File: config.mk
export PLATFORM = sky130hd
export DESIGN_NAME = seq_ctrl
export DESIGN_NICKNAME = d
export VERILOG_FILES = /design/src/rtl/seq_pkg.sv /design/src/rtl/seq_decoder.sv /design/src/rtl/seq_ctrl.sv
export SDC_FILE = /design/constraint.sdc
export NUM_CORES = 1
export LEC_CHECK = 0
export CAP_MARGIN = 30
export CORE_MARGIN = 5
export CORE_UTILIZATION = 37
export CTS_CLUSTER_SIZE = 20
export DETAILED_ROUTE_END_ITERATION = 10
export HOLD_SLACK_MARGIN = 0.12
export PLACE_DENSITY = 0.8
export SLEW_MARGIN = 15
export SYNTH_ARGS = -nofsm -noshare
export SYNTH_HDL_FRONTEND = slang
export SYNTH_HIERARCHICAL = 1
export SYNTH_SLANG_ARGS = --single-unit
File: constraint.sdc
create_clock -name clk -period 3.55 [get_ports clk]
set_clock_uncertainty 0.1 [all_clocks]
set_input_delay 0.71 -clock clk [delete_from_list [all_inputs] [get_ports clk]]
set_output_delay 0.71 -clock clk [all_outputs]
set_load 0.05 [all_outputs]
File: src/rtl/seq_pkg.sv
// Shared constants and types for the basic-computer sequence controller:
// default SC width, named timing indices and the run/stop state type.
package seq_pkg;

  localparam int unsigned SC_WIDTH_DEF = 4;

  localparam int unsigned T0  = 0;
  localparam int unsigned T1  = 1;
  localparam int unsigned T2  = 2;
  localparam int unsigned T3  = 3;
  localparam int unsigned T4  = 4;
  localparam int unsigned T5  = 5;
  localparam int unsigned T6  = 6;
  localparam int unsigned T7  = 7;
  localparam int unsigned T8  = 8;
  localparam int unsigned T9  = 9;
  localparam int unsigned T10 = 10;
  localparam int unsigned T11 = 11;
  localparam int unsigned T12 = 12;
  localparam int unsigned T13 = 13;
  localparam int unsigned T14 = 14;
  localparam int unsigned T15 = 15;

  // Last timing step of the interrupt cycle (R.T2)
  localparam int unsigned INT_LAST_STEP = T2;

  typedef enum logic {
    STOPPED = 1'b0,
    RUNNING = 1'b1
  } run_t;

endpackage

File: src/rtl/seq_decoder.sv
// Combinational SC -> one-hot timing decoder; all outputs low when en=0.
module seq_decoder #(
  parameter int unsigned W = 4
) (
  input  logic            en,
  input  logic [W-1:0]    sel,
  output logic [2**W-1:0] dec
);

  always_comb begin
    dec = '0;
    if (en) dec[sel] = 1'b1;
  end

endmodule

File: src/rtl/seq_ctrl.sv
// Sequence/timing controller: owns S, SC and R, and drives timing T0..Tn.
// Optional single-step support is built when SEQ_STEP_EN is defined.
module seq_ctrl
  import seq_pkg::*;
#(
  parameter int unsigned SC_WIDTH  = SC_WIDTH_DEF,
  parameter bit          RESET_RUN = 1'b0
) (
  input  logic                   clk,
  input  logic                   reset,
  input  logic                   start,
  input  logic                   halt,
  input  logic                   sc_clr,
  input  logic                   ien,
  input  logic                   fgi,
  input  logic                   fgo,
`ifdef SEQ_STEP_EN
  input  logic                   step_mode,
  output logic                   step_done,
`endif
  output logic [2**SC_WIDTH-1:0] timing,
  output logic [SC_WIDTH-1:0]    sc_value,
  output logic                   running,
  output logic                   r_flag,
  output logic                   int_ack,
  output logic                   sc_wrap
);

  localparam logic [SC_WIDTH-1:0] SC_INT_LAST = SC_WIDTH'(INT_LAST_STEP);

  run_t                state, state_next;
  logic [SC_WIDTH-1:0] sc, sc_next;
  logic                r, r_next;
  logic                wrap, wrap_next;
  logic                int_cycle;
  logic                int_end;

  // The interrupt cycle proper is R with SC<=2; an R set at SC>=3 is only
  // pending, so sc_clr must still end the current instruction.
  assign int_cycle = r && (sc <= SC_INT_LAST);
  assign int_end   = r && (sc == SC_INT_LAST);

`ifdef SEQ_STEP_EN
  logic step_stop;
  assign step_stop = step_mode && (state == RUNNING) && !halt &&
                     (int_end || (sc_clr && !int_cycle));
`endif

  always_ff @(posedge clk) begin
    if (reset) begin
      state <= RESET_RUN ? RUNNING : STOPPED;
      sc    <= '0;
      r     <= 1'b0;
      wrap  <= 1'b0;
    end else begin
      state <= state_next;
      sc    <= sc_next;
      r     <= r_next;
      wrap  <= wrap_next;
    end
  end

`ifdef SEQ_STEP_EN
  always_ff @(posedge clk) begin
    if (reset) step_done <= 1'b0;
    else       step_done <= step_stop;
  end
`endif

  always_comb begin
    state_next = state;
    sc_next    = sc;
    r_next     = r;
    wrap_next  = wrap;
    case (state)
      STOPPED: begin
        if (start) begin
          state_next = RUNNING;
          sc_next    = '0;
        end
      end
      RUNNING: begin
        if (!r && (sc > SC_INT_LAST) && ien && (fgi || fgo)) r_next = 1'b1;
        if (halt) begin
          state_next = STOPPED;
          sc_next    = '0;
        end else if (int_end) begin
          r_next  = 1'b0;
          sc_next = '0;
        end else if (int_cycle) begin
          sc_next = sc + 1'b1;
        end else if (sc_clr) begin
          sc_next = '0;
        end else begin
          sc_next = sc + 1'b1;
          if (&sc) wrap_next = 1'b1;
        end
`ifdef SEQ_STEP_EN
        if (step_stop) state_next = STOPPED;
`endif
      end
      default: state_next = STOPPED;
    endcase
  end

  seq_decoder #(.W(SC_WIDTH)) u_decoder (
    .en  (state == RUNNING),
    .sel (sc),
    .dec (timing)
  );

  assign sc_value = sc;
  assign running  = (state == RUNNING);
  assign r_flag   = r;
  assign int_ack  = (state == RUNNING) && int_end;
  assign sc_wrap  = wrap;

endmodule

==> results of run 1 <==
synthesized netlist by cell type, drive strengths merged:
cell type and instances:
or3b 1, nor3 4, a22oi 1, a311oi 1
and4bb 1, nand3b 2, inv 3, o211ai 1
nor2b 2, o21ai 1, a31oi 1, ha 2
nor2 21, nand3 3, dfxtp 7, nand2b 5
a211oi 1, and2 1, or4b 1, mux2i 1
nand4b 1, nand2 4, a21oi 3
state kept, by name, summed over array words and instances (netlist names):
register / cells
r_flag: 1
running: 1
sc_value: 4
sc_wrap: 1
cell type report:
cell class | count | share of cell area
timing repair buffer | 31 | 0.367
inverter | 3 | 0.0133
tap | 15 | 0.0222
sequential | 7 | 0.166
multi-input combinational | 58 | 0.401
clock buffer | 4 | 0.0311
through the flow:
stage                     instance area (µm²)  total power [W]  utilization  hold slack, ns  setup WS, ns
after CTS                                 846         0.000187        0.658           0.390         0.461
final                                     846         0.000184        0.658           0.378         0.465
after global routing                      846         0.000194        0.658           0.426         0.369
after floorplan                           490        0.0000989            -           0.595         0.632
after detailed placement                  820         0.000114        0.638           0.373         0.733
after global placement                    820         0.000114        0.638           0.354         0.791
path summary, 6_finish.rpt:
path              slack, ns           to         from
setup / recovery       0.46      int_ack  sc_value[1]
hold / removal         0.38      sc_wrap      sc_wrap
setup reg to reg       1.65  sc_value[3]  sc_value[0]
hold reg to reg        0.38      sc_wrap      sc_wrap
layer usage:
layer	global-route usage	up-vias
met4	0.0739	0
met3	0.0391	2
met2	0.253	23
met5	0	-
li1	-	310
met1	0.187	249
cells by family after synthesis:
family,synth area share
compound gates,0.128
fa+ha+maj,0.0510
simple gates,0.492
flops,0.286
buf+inv,0.0230
mux,0.0204
power groups by stage:
stage | Clock (W) | Sequential, W | Combinational (W)
finish | 0.0000713 | 0.0000830 | 0.0000294
global route | 0.0000790 | 0.0000834 | 0.0000312
CTS | 0.0000743 | 0.0000830 | 0.0000296
detailed placement | 0 | 0.0000845 | 0.0000293
global placement | 0 | 0.0000844 | 0.0000295
floorplan | 0 | 0.0000877 | 0.0000112
cell usage in the layout (no fill, tap or decap), drive strengths merged:
| cell | n |
|---|---|
| o211ai | 1 |
| nor2b | 2 |
| a211oi | 1 |
| clkdlybuf4s50 | 31 |
| nand3b | 2 |
| a22oi | 1 |
| nor2 | 21 |
| ha | 2 |
| nor3 | 4 |
| o21ai | 1 |
| nand2b | 5 |
| clkbuf | 4 |
| a311oi | 1 |
| and4bb | 1 |
| nand4b | 1 |
| nand2 | 4 |
| nand3 | 3 |
| mux2i | 1 |
| a31oi | 1 |
| or3b | 1 |
| and2 | 1 |
| or4b | 1 |
| inv | 3 |
| dfxtp | 7 |
| a21oi | 3 |
critical path, stage by stage, from the launching register on:
cell and delay [ns]:
sky130_fd_sc_hd__dfxtp_1 0.60, sky130_fd_sc_hd__ha_1 0.24, sky130_fd_sc_hd__and4bb_2 0.27, sky130_fd_sc_hd__and2_1 0.13, sky130_fd_sc_hd__clkdlybuf4s50_1 0.80
==> impl_table.tex, run 1 <==
\begin{tabular}{lr}
\hline
Metric & Value \\
\hline
\multicolumn{2}{l}{\textbf{Yosys}} \\
Synthesis Warnings & 6 \\
Cell Area, Synth & 490 µm² \\
Cell type with the largest total area after synthesis & sky130\_fd\_sc\_hd\_\_dfxtp\_1 \\
Post-Syn Area per Cell & 7.21 µm² \\
Post-Syn Nets & 78 \\
Gate count of the mapped netlist & 68 \\
Share of the synthesized area in the top cell type & 0.286 \\
\#FFs+latches synth & 7 \\
Leading cell types by total area after synthesis & sky130\_fd\_sc\_hd\_\_dfxtp\_1, sky130\_fd\_sc\_hd\_\_nor2\_1, sky130\_fd\_sc\_hd\_\_nand2b\_1 \\
Count of unique library cells instantiated by Yosys & 24 \\
Part of the Yosys area used for sequential elements & 0.286 \\
\multicolumn{2}{l}{\textbf{Drt}} \\
Met3 routed wirelength & 106 µm \\
Via Count & 584 \\
DRC violations left & 0 \\
Top Layer Used & met4 \\
WL/cell & 12.3 µm \\
Number of detailed-route iterations in the first pass & 4 \\
Initial DRC Count & 6 \\
Wirelength, routed & 1.45 mm \\
M1 wire length & 628 µm \\
Antenna Nets Post-Route & 0 \\
Detail Route met2 WL & 699 µm \\
Vias per cell & 4.95 \\
\multicolumn{2}{l}{\textbf{STA}} \\
Total Neg Setup Slack & 0 ns \\
Slew of the pin with the lowest slew margin & 0.517 ns \\
Max Transition Viols Final & 0 \\
Hold Vio Cnt, Final & 0 \\
Portion of the clock cycle consumed by the worst path in the final layout & 0.869 \\
Unrepaired setup endpoints after global routing & no \\
Max Fclk & 324 MHz \\
Max\_slew headroom & 0.654 \\
Final setup viols & 0 \\
Final critical-path required period & 3.09 ns \\
\multicolumn{2}{l}{\textbf{Worst hold path}} \\
Number of instances on the worst hold path & 2 \\
Type of the tightest min-delay check & flop to flop \\
\multicolumn{2}{l}{\textbf{GRT}} \\
Number of antenna violations at the first check in global routing & 0 \\
First-pass GRT wire length & 2.39 mm \\
Global-route congestion overflow total & 0 \\
Number of global-route vias before repair & 566 \\
Largest net degree at the start of global routing & 15 \\
Global-route usage over all layers & 0.155 \\
\multicolumn{2}{l}{\textbf{CTS}} \\
CTS buffer count & 3 \\
Buffer depth of the longest clock path & 2 \\
Clock tree sinks & 7 \\
TritonCTS clock tree & built \\
Setup Buffers After CTS & 0 \\
Clock latency reported for the late side of the worst-skew pair & 0.25 ns \\
Clock tree root driver cell & sky130\_fd\_sc\_hd\_\_clkbuf\_4 \\
CTS Hold Bufs & 0 \\
Clock transition at the register clock pins on the worst setup and hold paths after CTS & 0.05 ns \\
Number of levels in the clock H-tree & 1 \\
CTS resizes & 0 \\
\multicolumn{2}{l}{\textbf{Floorplanning}} \\
Initial core utilization & 0.382 \\
Number of primary I/O pins & 32 \\
Chip Height & 46.4 µm \\
Die outline area & 2150 µm² \\
CORE AREA & 1280 µm² \\
Core Rows & 13 \\
Floorplan die width & 46.4 µm \\
\multicolumn{2}{l}{\textbf{Worst setup path}} \\
WP data required & 2.74 ns \\
CP arrival & 2.28 ns \\
Highest net fanout along the worst path & 14 \\
Startpoint type of the worst setup path & flop \\
Crit path kind & flop to primary output \\
Cell count of the worst reg-to-reg path & 6 \\
Critical Path Sink Type & primary output \\
\multicolumn{2}{l}{\textbf{Power}} \\
Fraction of power consumed by sequential logic & 0.452 \\
Logic pwr share & 0.160 \\
Fraction of power spent switching nets & 0.254 \\
Maximum vdd drop & 188 µV \\
Leak Pwr & 0.298 nW \\
Total internal power & 0.000137 W \\
Clock group share of total power & 0.388 \\
Cell Pwr Density & 217 nW/µm² \\
Switching power summed over all nets & 0.0000468 W \\
\multicolumn{2}{l}{\textbf{Placed design}} \\
Post-Place Cells & 114 \\
Port-buffer cells & 31 \\
Gpl congestion & 0.807 \\
Estimated wirelength of the detail-placed design & 1.10 mm \\
\multicolumn{2}{l}{\textbf{Finish}} \\
Post-route non-filler standard cell count & 118 \\
Antenna diode instance count & 0 \\
Fill count & 126 \\
Area growth, synth to finish & 72.4\% \\
Seq. cell area & 140 µm² \\
Net total in the final layout & 114 \\
Layout cell share with drive strength beyond 1 & 0.0680 \\
Multi-input logic area & 339 µm² \\
\multicolumn{2}{l}{\textbf{Status}} \\
Outcome & completed \\
\multicolumn{2}{l}{\textbf{Flow run}} \\
Maximum capacitance violations & 0 \\
\hline
\end{tabular}
Note: power is estimated with default switching activity, not from simulation.
==> run 2: changes to the inputs <==
--- a/config.mk
+++ b/config.mk
@@ -6,7 +6,6 @@
 export NUM_CORES = 1
 export LEC_CHECK = 0
 export CAP_MARGIN = 30
-export CORE_MARGIN = 5
 export CORE_UTILIZATION = 37
 export CTS_CLUSTER_SIZE = 20
 export DETAILED_ROUTE_END_ITERATION = 10
==> impl_table.tex, run 2 (synthesized netlist as in run 1, its figures left out) <==
\begin{tabular}{lr}
\hline
Metric & Value \\
\hline
\multicolumn{2}{l}{\textbf{Status}} \\
Outcome & completed \\
\multicolumn{2}{l}{\textbf{Drt}} \\
Via Count & 616 (+5.5\%) \\
Antenna Nets Post-Route & 0 (unchanged) \\
Wirelength, routed & 1.43 mm (-1.1\%) \\
Vias per cell & 5.26 (+6.4\%) \\
Initial DRC Count & 11 (+5) \\
DRC violations left & 0 (unchanged) \\
Number of detailed-route iterations in the first pass & 4 (unchanged) \\
WL/cell & 12.2 µm (-0.26\%) \\
\multicolumn{2}{l}{\textbf{STA}} \\
Max\_slew headroom & 0.661 (+0.00742) \\
Final setup viols & 0 (unchanged) \\
Final critical-path required period & 3.10 ns (+0.0120 ns) \\
Total Neg Setup Slack & 0 ns (unchanged) \\
Portion of the clock cycle consumed by the worst path in the final layout & 0.872 (+0.00339) \\
Max Transition Viols Final & 0 (unchanged) \\
Slew of the pin with the lowest slew margin & 0.506 ns (-0.0111 ns) \\
Max Fclk & 323 MHz (-0.39\%) \\
Unrepaired setup endpoints after global routing & no \\
Hold Vio Cnt, Final & 0 (unchanged) \\
Worst hold margin & 0.376 ns (-0.00214 ns) \\
\multicolumn{2}{l}{\textbf{Worst setup path}} \\
Delay of the slowest cell on the worst path & 0.79 ns (about the same) \\
Cell with the biggest individual delay on the critical path & sky130\_fd\_sc\_hd\_\_clkdlybuf4s50\_1 \\
Critical Path Sink Type & primary output \\
CP arrival & 2.29 ns (about the same) \\
Largest delay contributor family on the critical path & buffers and inverters \\
Cell breakdown of the critical path & ha\_1 -> and4bb\_2 -> and2\_1 -> clkdlybuf4s50\_1 \\
WP data required & 2.74 ns (about the same) \\
Startpoint type of the worst setup path & flop \\
Highest net fanout along the worst path & 14 (unchanged) \\
Crit path kind & flop to primary output \\
Number of buffers and inverters on the critical path & 1 (unchanged) \\
\multicolumn{2}{l}{\textbf{Flow run}} \\
Maximum capacitance violations & 0 (unchanged) \\
\multicolumn{2}{l}{\textbf{Floorplanning}} \\
Number of primary I/O pins & 32 (unchanged) \\
Die outline area & 1480 µm² (-32\%) \\
Core Rows & 12 (-1) \\
Initial core utilization & 0.419 (+0.0371) \\
Chip Height & 38.4 µm (-17\%) \\
Floorplan die width & 38.4 µm (-17\%) \\
CORE AREA & 1170 µm² (-8.9\%) \\
\multicolumn{2}{l}{\textbf{Finish}} \\
Layout cell share with drive strength beyond 1 & 0.0680 (unchanged) \\
Leading cell types in the layout, fill and taps excluded & sky130\_fd\_sc\_hd\_\_clkdlybuf4s50\_1, sky130\_fd\_sc\_hd\_\_nor2\_1, sky130\_fd\_sc\_hd\_\_dfxtp\_1 \\
Number of flip-flops in the largest register & 4 (unchanged) \\
Most common cell after layout, fill and taps aside & sky130\_fd\_sc\_hd\_\_clkdlybuf4s50\_1 \\
Post-route cell area & 845 µm² (-0.15\%) \\
Area growth, synth to finish & 72.2\% \\
Antenna diode instance count & 0 (unchanged) \\
Net total in the final layout & 114 (unchanged) \\
Post-route non-filler standard cell count & 117 (-0.85\%) \\
\multicolumn{2}{l}{\textbf{GRT}} \\
Number of antenna violations at the first check in global routing & 0 (unchanged) \\
Largest net degree at the start of global routing & 15 (unchanged) \\
Global-route usage over all layers & 0.214 (+0.0588) \\
First-pass GRT wire length & 2.08 mm (-13\%) \\
Number of global-route vias before repair & 495 (-13\%) \\
Global-route congestion overflow total & 0 (unchanged) \\
\multicolumn{2}{l}{\textbf{Power}} \\
Leak Pwr & 0.298 nW (unchanged) \\
Cell Pwr Density & 223 nW/µm² (+2.7\%) \\
Maximum vdd drop & 303 µV (+61\%) \\
\multicolumn{2}{l}{\textbf{Placed design}} \\
Post-Place Cells & 113 (-0.88\%) \\
Estimated wirelength of the detail-placed design & 1.09 mm (-1.1\%) \\
Port-buffer cells & 31 (unchanged) \\
DP Area & 818 µm² (-0.15\%) \\
Gpl congestion & 0.735 (-8.8\%) \\
\multicolumn{2}{l}{\textbf{CTS}} \\
Setup Buffers After CTS & 0 (unchanged) \\
CTS Hold Bufs & 0 (unchanged) \\
CTS buffer count & 3 (unchanged) \\
Number of levels in the clock H-tree & 1 (unchanged) \\
TritonCTS clock tree & built \\
CTS resizes & 0 (unchanged) \\
Clock transition at the register clock pins on the worst setup and hold paths after CTS & 0.06 ns (about the same) \\
Buffer depth of the longest clock path & 2 (unchanged) \\
Clock latency reported for the late side of the worst-skew pair & 0.26 ns (about the same) \\
Clock tree root driver cell & sky130\_fd\_sc\_hd\_\_clkbuf\_4 \\
Clock tree sinks & 7 (unchanged) \\
\multicolumn{2}{l}{\textbf{Worst hold path}} \\
Type of the tightest min-delay check & flop to flop \\
\hline
\end{tabular}
==> run 2: cell counts in the layout (fill, tap and decap cells not counted) <==
No cell type changed its count.
==> run 2: layout make-up <==
cell class	count	area, µm²
multi-input cells	58	339
inverters	3	11.3
fillers	113	327
flip-flops and latches	7	140
clock buffers	4	26.3
well taps	14	17.5
repair buffers	31	310
==> run 2: worst paths after layout <==
path	from	to	slack, ns	depth (start not counted)
worst max register to register	sc_value[0]	sc_value[3]	1.64	6
worst min-delay path	sc_wrap	sc_wrap	0.38	2
worst min register to register	sc_wrap	sc_wrap	0.38	2
worst max-delay path	sc_value[1]	int_ack	0.45	4
==> run 2: metrics by stage <==
step	util	power, W	setup WS, ns
final	0.721	0.000188	0.453
after global placement	0.699	0.000114	0.802
after floorplan	-	0.0000989	0.632
after global routing	0.721	0.000196	0.391
after CTS	0.721	0.000189	0.453
after detailed placement	0.699	0.000114	0.722
==> run 2: per-layer routing <==
layer / vias to the layer above / global-route usage / part of all wire
met5: - / 0 / 0
met4: 0 / 0.181 / 0.036
met3: 4 / 0.0407 / 0.071
met2: 31 / 0.390 / 0.48
met1: 273 / 0.201 / 0.41
li1: 308 / - / -
==> run 2: worst register-to-register path, delay by kind of cell (launching register included) <==
family | cells | cell delay (ns)
AOI/OAI and AO/OA | 2 | 0.47
adders and majority gates | 1 | 0.23
and+or+nand+nor | 2 | 0.37
DFF | 1 | 0.53
buffers and inverters | 1 | 0.14
==> run 2: report_power, final <==
group | internal [W] | switching (W)
clock network | 0.0000431 | 0.0000329
registers | 0.0000797 | 0.00000294
logic | 0.0000143 | 0.0000154
